## src/rtl/mem_arbiter.sv

```systemverilog
// mem_arbiter: single-port RAM arbiter for instruction and data requests.
// Ports: CLK/nRST; imem* / dmem* request side; ram* RAM side; ihit/dhit
// completion pulses; err sticky timeout. Optional MEM_ARB_STARVE_EN
// enables the instruction anti-starvation grant.
module mem_arbiter #(
  parameter int TIMEOUT    = 15,
  parameter int STARVE_MAX = 3
) (
  input  logic        CLK,
  input  logic        nRST,
  input  logic        imemREN,
  input  logic [31:0] imemaddr,
  input  logic        dmemREN,
  input  logic        dmemWEN,
  input  logic [31:0] dmemaddr,
  input  logic [31:0] dmemstore,
  input  logic        ramready,
  input  logic [31:0] ramload,
  output logic        ihit,
  output logic [31:0] imemload,
  output logic        dhit,
  output logic [31:0] dmemload,
  output logic        ramREN,
  output logic        ramWEN,
  output logic [31:0] ramaddr,
  output logic [31:0] ramstore,
  output logic        err
);

  localparam int AW = $clog2(TIMEOUT + 1);
  localparam logic [31:0] BAD = 32'hBAD1BAD1;

  typedef enum logic [1:0] {
    IDLE, IACC, DACC, DONE
  } state_t;

  state_t state, state_n;

  logic [AW-1:0] acc_cnt, acc_cnt_n;
  logic        ihit_n, dhit_n;
  logic        ramREN_n, ramWEN_n;
  logic [31:0] ramaddr_n, ramstore_n;
  logic [31:0] imemload_n, dmemload_n;
  logic        err_n;

  logic dreq;
  logic grant_d, grant_i;
  logic starve_i;
  logic acc_end;
  logic [31:0] rd_val;

`ifdef MEM_ARB_STARVE_EN
  localparam int SW = $clog2(STARVE_MAX + 1);
  logic [SW-1:0] starve_cnt, starve_cnt_n;

  assign starve_i = imemREN &&
    (starve_cnt == SW'(STARVE_MAX));

  // Counts data grants taken while an I fetch waits.
  always_comb begin
    starve_cnt_n = starve_cnt;
    if (state == IDLE) begin
      if (grant_i || !imemREN)
        starve_cnt_n = '0;
      else if (grant_d &&
               starve_cnt != SW'(STARVE_MAX))
        starve_cnt_n = starve_cnt + SW'(1);
    end
  end

  always_ff @(posedge CLK) begin
    if (!nRST) starve_cnt <= '0;
    else       starve_cnt <= starve_cnt_n;
  end
`else
  assign starve_i = 1'b0;
`endif

  assign dreq    = dmemREN | dmemWEN;
  assign grant_d = (state == IDLE) && dreq && !starve_i;
  assign grant_i = (state == IDLE) && imemREN && !grant_d;

  // Access ends on RAM ack or on timeout; ack takes precedence.
  assign acc_end = ramready || (acc_cnt == AW'(TIMEOUT));
  assign rd_val  = ramready ? ramload : BAD;

  always_comb begin
    state_n    = state;
    acc_cnt_n  = acc_cnt;
    ihit_n     = 1'b0;
    dhit_n     = 1'b0;
    ramREN_n   = ramREN;
    ramWEN_n   = ramWEN;
    ramaddr_n  = ramaddr;
    ramstore_n = ramstore;
    imemload_n = imemload;
    dmemload_n = dmemload;
    err_n      = err;
    unique case (state)
      IDLE: begin
        if (grant_d) begin
          state_n    = DACC;
          acc_cnt_n  = '0;
          ramWEN_n   = dmemWEN;
          ramREN_n   = !dmemWEN;
          ramaddr_n  = dmemaddr;
          ramstore_n = dmemstore;
        end else if (grant_i) begin
          state_n   = IACC;
          acc_cnt_n = '0;
          ramREN_n  = 1'b1;
          ramWEN_n  = 1'b0;
          ramaddr_n = imemaddr;
        end
      end
      IACC, DACC: begin
        if (acc_end) begin
          state_n  = DONE;
          ramREN_n = 1'b0;
          ramWEN_n = 1'b0;
          if (!ramready) err_n = 1'b1;
          if (state == IACC) begin
            ihit_n     = 1'b1;
            imemload_n = rd_val;
          end else begin
            dhit_n = 1'b1;
            if (!ramWEN) dmemload_n = rd_val;
          end
        end else begin
          acc_cnt_n = acc_cnt + AW'(1);
        end
      end
      DONE:    state_n = IDLE;
      default: state_n = IDLE;
    endcase
  end

  always_ff @(posedge CLK) begin
    if (!nRST) begin
      state    <= IDLE;
      acc_cnt  <= '0;
      ihit     <= 1'b0;
      dhit     <= 1'b0;
      ramREN   <= 1'b0;
      ramWEN   <= 1'b0;
      ramaddr  <= '0;
      ramstore <= '0;
      imemload <= '0;
      dmemload <= '0;
      err      <= 1'b0;
    end else begin
      state    <= state_n;
      acc_cnt  <= acc_cnt_n;
      ihit     <= ihit_n;
      dhit     <= dhit_n;
      ramREN   <= ramREN_n;
      ramWEN   <= ramWEN_n;
      ramaddr  <= ramaddr_n;
      ramstore <= ramstore_n;
      imemload <= imemload_n;
      dmemload <= dmemload_n;
      err      <= err_n;
    end
  end

endmodule

```

## config.mk

```make
export PLATFORM = sky130hd
export DESIGN_NAME = mem_arbiter
export DESIGN_NICKNAME = d
export VERILOG_FILES = /design/src/rtl/mem_arbiter.sv
export SDC_FILE = /design/constraint.sdc
export NUM_CORES = 1
export LEC_CHECK = 0
export CAP_MARGIN = 10
export CORE_UTILIZATION = 30
export DETAILED_ROUTE_END_ITERATION = 8
export GPL_ROUTABILITY_DRIVEN = 1
export GPL_TIMING_DRIVEN = 0
export HOLD_SLACK_MARGIN = 0.06
export PLACE_DENSITY = 0.72
export SLEW_MARGIN = 30
export SYNTH_ARGS = -nofsm -noshare
export SYNTH_HDL_FRONTEND = slang
export SYNTH_SLANG_ARGS = --single-unit
```

## constraint.sdc

```tcl
create_clock -name CLK -period 2.48 [get_ports CLK]
set_input_delay 0.496 -clock CLK [delete_from_list [all_inputs] [get_ports CLK]]
set_output_delay 0.496 -clock CLK [all_outputs]
set_load 0.05 [all_outputs]
```

# Word level (Yosys, flattened, before mapping)
# Index checks and enable logic that the tools add are counted.
# word_totals
out_inout_bits	133
regBits	139
input_bits	134
elab_cells	62
# op_classes
eq_ne	7
add_sub_neg	1
n_reduce_logical	19
n_mux	20
bitwise_logic	4
# ops
operator	count
32-bit 2-to-1 mux	3
3-bit AND reduction	5
4-bit 2-to-1 mux	3
4-bit one-hot mux with 2 select lines	1
1-bit 2-to-1 mux	7
2-bit 2-to-1 mux	3
2-bit one-hot mux with 3 select lines	1
2-bit AND reduction	3
4-bit by 1-bit adder with 4-bit output, second input constant	1
2-bit equality test, second input constant	2
4-bit equality test, second input constant	1
2-bit != test, second input constant	2
1-bit one-hot mux with 2 select lines	2
4-bit AND reduction	1
2-bit nonzero test	2
1-bit logical AND	3
3-bit != test, second input constant	1
1-bit NOT	3
2-bit by 1-bit equality test with 1-bit output, second input constant	1
1-bit logical NOT	2
2-bit logical NOT	1
2-bit OR reduction	1
1-bit logical OR	1
1-bit bitwise OR	1

# Longest topological paths before layout
# depth
ltp_word	7
mapped_depth	8
mapped_depth_nobuf	6

# Worst setup path after synthesis
# Ideal clock, no wire load.
# synth_timing
kind	register to register
startpoint	register state[0]
endpoint	register dmemload[0]
t_required_ns	2.401
setup_time_ns	0.079
stages_incl_launch_ff	9
synth_period_minus_slack_ns	1.800
setup_slack_ns	0.680
t_arrival_ns	1.721
path_buffers	2
path_cell_list	dfxtp_1 -> inv_1 -> ha_1 -> or3b_1 -> buf_6 -> nor2_8 -> buf_6 -> nor2_1 -> a211oi_2
# synth_between
elab_chain_cells	3
word_cells_on_any_way	5
cone_classes	2 x eq/ne; 1 x bitwise; 2 x reduce/logical
# synth_lines
element	line	text
start, declared	37	state_t state, state_n;
start signal, assigned	152	state <= state_n;
2-bit by 1-bit equality test with 1-bit output or 2-bit equality test (tied branches)	99, 122	
2-bit OR reduction or 1-bit NOT (tied branches)	-	
4-bit AND reduction (no source line) (*)	-	
end signal, assigned	161	dmemload <= dmemload_n;
end, declared	22	output logic [31:0] dmemload,
# Every way passes the cells marked *; elsewhere a longest branch is shown, timed or not.
# A chain may end at the register's enable or synchronous reset.

# Final worst setup path
# layout_timing
startpoint	register ramWEN
endpoint	output ramWEN
# layout_rtl
element	line	text
start, declared	24	output logic ramWEN,
start signal, assigned	157	ramWEN <= ramWEN_n;
# No word-level cell between the ends.

==> summary.md <==
| Metric | Value |
|---|---|
| Status | finished clean |
| Start-to-end type of the worst setup path | register to output pin |
| Maximum fanout along the worst path | 5 |
| Clock Skew | 0.00907 ns |
| Final-report max-slew violation count | 0 |
| Total power consumption of the routed design | 11.5 mW |
| Worst path arrival time | 1.68 ns |
| Cell chain of the critical path | clkdlybuf4s50_1 |
| Number of clock buffers inserted by TritonCTS | 17 |
| First-pass DRT Iterations | 5 |
| Main area contributors after synthesis | sky130_fd_sc_hd__dfxtp_1 (52%), sky130_fd_sc_hd__nand2_1 (9.5%), sky130_fd_sc_hd__o221a_1 (7.1%) |
| Total standard cell area after synthesis | 5390 µm² |
| Aggregate routed wire length | 18,200 µm |
| Number of antenna violations at the first check in global routing | 0 |
| Initial core utilization | 31.0% |
| Seq/Total Area, Yosys | 51.6% |
| Library cell with the largest summed area after synthesis | sky130_fd_sc_hd__dfxtp_1 |
| Cell with the largest stage delay on the worst path | sky130_fd_sc_hd__clkdlybuf4s50_1 |
| GP Congestion | 0.763 |
| Req. time, crit path | 1.98 ns |
| Layout cell share with drive strength beyond 1 | 6.26% |
| Remaining routing DRC violations | 0 |
| TritonCTS clock tree | done |
| Detailed-route vias per instance | 4.90 |
| Wire length of the first global-routing pass | 27,800 µm |
| Detail-routed net length per standard cell | 16.2 µm |
| Largest delay contributor family on the critical path | buffers and inverters |
| Dominant synthesized flop cell | sky130_fd_sc_hd__dfxtp_1 |
| Setup_tns | 0 ns |
| Post-route minimum period | 2.17 ns |
| Class of the tightest hold or removal check | register to register |
| Root Buffer Master | sky130_fd_sc_hd__clkbuf_16 |
| Most frequent cells after synthesis | sky130_fd_sc_hd__dfxtp_1 (139), sky130_fd_sc_hd__nand2_1 (137), sky130_fd_sc_hd__nor2_1 (72) |
| Worst slew margin relative to its limit | 61.3% |
| Global-route usage over all layers | 19.4% |
| Post-DP Area | 8330 µm² |
| Number of standard cells in the layout, taps in and fillers out | 1,120 |
| Final design area excluding fillers | 8910 µm² |
| Yosys warning count | 0 |
| Chip height | 136 µm |
| Antenna fix cells | 0 |
| Clock latency on the worst-skew pair | 0.42 ns |
| Cell total after placement | 1,088 |
| Worst hold slack after final layout | 0.454 ns |
| Final hold violation count | 0 |
| Number of buffers inserted for hold repair after clock tree synthesis | 0 |
| Share of the synthesized area in the top cell type | 51.6% |
| Post-placement worst setup slack | 0.00105 ns |
| Horiz. Die Dim | 136 µm |
| Post-synthesis instance total | 598 |
| Async set or reset register ratio after synthesis | 0% |
| Rows | 48 |
| Ratio of total power to cell area | 1300 nW/µm² |
| Largest stage delay, worst path | 0.84 ns |
| IO Port Bufs | 265 |
| Clock input transition at the sequential cells of the worst setup and hold paths | 0.07 ns |
| Die Outline Area | 18,500 µm² |
| Via count of the first global-routing pass | 5,280 |
| # clock sinks | 139 |
| Synthesized Nets | 736 |
| Type of element launching the critical path | register |
| Fraction of the cycle the final worst path needs | 87.6% |
| DPL Wire Length | 13,200 µm |
| Count of routing violations after the opening detailed-route iteration | 268 |
| Max-Cap Viols | 0 |
| Final worst-path setup slack | 0.307 ns |
| Critical path buffer and inverter count | 1 |
| Count of antenna-violating nets left after detailed routing | 0 |
| Critical Path End Type | output pin |
| Total congestion overflow | 0 |
| Leak pwr | 3.29 nW |
| Post-layout net count | 1,020 |
| Core Area | 17,400 µm² |
| Post-CTS setup buffers | 0 |
| Dominant cell by count in the synthesized netlist | sky130_fd_sc_hd__dfxtp_1 |
| RSZ-0062 raised after global routing | no |
| Overall via count from detail_route | 5,486 |
| Total I/O pin count | 267 |
| EDFF count, synth | 0 |
| Clock H-tree levels | 4 |
| Final setup vio count | 0 |
| Largest net degree at the start of global routing | 17 |
| F_max | 460 MHz |
| Area grow syn2layout | 65.4% |
| Flops & latches, synth | 139 |
| Final standard cell utilization of the core | 51.2% |
| Number of cells upsized or downsized after cts | 0 |
| Maximum vdd drop | 0.580 mV |
| Syn Area/Cell | 9.02 µm² |
| Maximum buffer depth of the clock tree | 2 |
| Actual slew at the worst max-slew pin | 0.580 ns |
| Synth cell types | 39 |
==> cells in the final DEF (no fill, tap or decap), types with 2 or more instances in the layout <==
cell type,instances
sky130_fd_sc_hd__a211oi_1,2
sky130_fd_sc_hd__a21oi_1,39
sky130_fd_sc_hd__a311oi_1,32
sky130_fd_sc_hd__a31oi_1,3
sky130_fd_sc_hd__a32oi_1,26
sky130_fd_sc_hd__and2_1,4
sky130_fd_sc_hd__and3_1,2
sky130_fd_sc_hd__buf_1,9
sky130_fd_sc_hd__buf_2,12
sky130_fd_sc_hd__buf_6,2
sky130_fd_sc_hd__clkbuf_1,28
sky130_fd_sc_hd__clkbuf_16,17
sky130_fd_sc_hd__clkdlybuf4s50_1,265
sky130_fd_sc_hd__clkinvlp_4,3
sky130_fd_sc_hd__dfxtp_1,139
sky130_fd_sc_hd__ha_1,4
sky130_fd_sc_hd__inv_1,5
sky130_fd_sc_hd__inv_6,5
sky130_fd_sc_hd__inv_8,4
sky130_fd_sc_hd__mux2i_1,3
sky130_fd_sc_hd__nand2_1,137
sky130_fd_sc_hd__nand2b_1,18
sky130_fd_sc_hd__nand3_1,4
sky130_fd_sc_hd__nor2_1,72
sky130_fd_sc_hd__nor2b_1,2
sky130_fd_sc_hd__o21ai_0,3
sky130_fd_sc_hd__o21ai_1,2
sky130_fd_sc_hd__o221a_1,34
==> layer usage <==
metal	vias to the layer above	global-route usage (%)	routed length [µm]
met3	23	5.33	1340
met1	2557	25.0	8070
met2	201	30.5	8430
met4	0	7.78	320
met5	-	0	0
li1	2705	-	-
==> final timing paths <==
check	start	to	slack (ns)	cells past startpoint
max	ramWEN$_SDFFE_PN0P_	ramWEN	0.31	1
min	ramstore[27]$_SDFFE_PN0P_	ramstore[27]$_SDFFE_PN0P_	0.45	2
max reg2reg	state[0]$_SDFFE_PN0P_	dmemload[2]$_SDFFE_PN0P_	0.41	7
min reg2reg	ramstore[27]$_SDFFE_PN0P_	ramstore[27]$_SDFFE_PN0P_	0.45	2
==> registers in the layout (all words and copies together), names as in the netlist <==
name      flops
dmemload     32
imemload     32
ramaddr      32
ramstore     32
acc_cnt       4
state         2
dhit          1
err           1
ihit          1
ramREN        1
ramWEN        1
==> report_power, final <==
part / internal (mW) / switching, mW
clock network: 1.45 / 1.10
registers: 2.82 / 0.307
logic: 1.95 / 3.92
==> layout make-up <==
class,count,area [µm²]
clock inverter,14,150
buffer,52,229
clock buffer,18,439
fill,1670,8500
tap,225,282
multi-input combinational,401,2360
timing repair buffer,265,2650
inverter,6,22.5
sequential,139,2780
==> cell families (layout without fill, tap and decap cells) <==
family | count (synthesis) | count (layout) | synth area share, %
buffers and inverters | 58 | 355 | 4.66
multiplexers | 3 | 3 | 0.557
adder cells (fa/ha/maj) | 4 | 4 | 0.928
flip-flops | 139 | 139 | 51.6
AO/OA/AOI/OAI | 150 | 150 | 23.3
AND/OR/NAND/NOR | 244 | 244 | 19.0
==> worst register-to-register path, stage by stage, from the launching register on <==
cell and delay [ns]:
sky130_fd_sc_hd__dfxtp_1 0.36, sky130_fd_sc_hd__inv_1 0.07, sky130_fd_sc_hd__ha_1 0.35, sky130_fd_sc_hd__and2_1 0.14, sky130_fd_sc_hd__clkbuf_1 0.31, sky130_fd_sc_hd__clkbuf_1 0.47
sky130_fd_sc_hd__a32oi_1 0.18, sky130_fd_sc_hd__nor2_1 0.12
No activity file was read; power rests on OpenSTA's default activity.
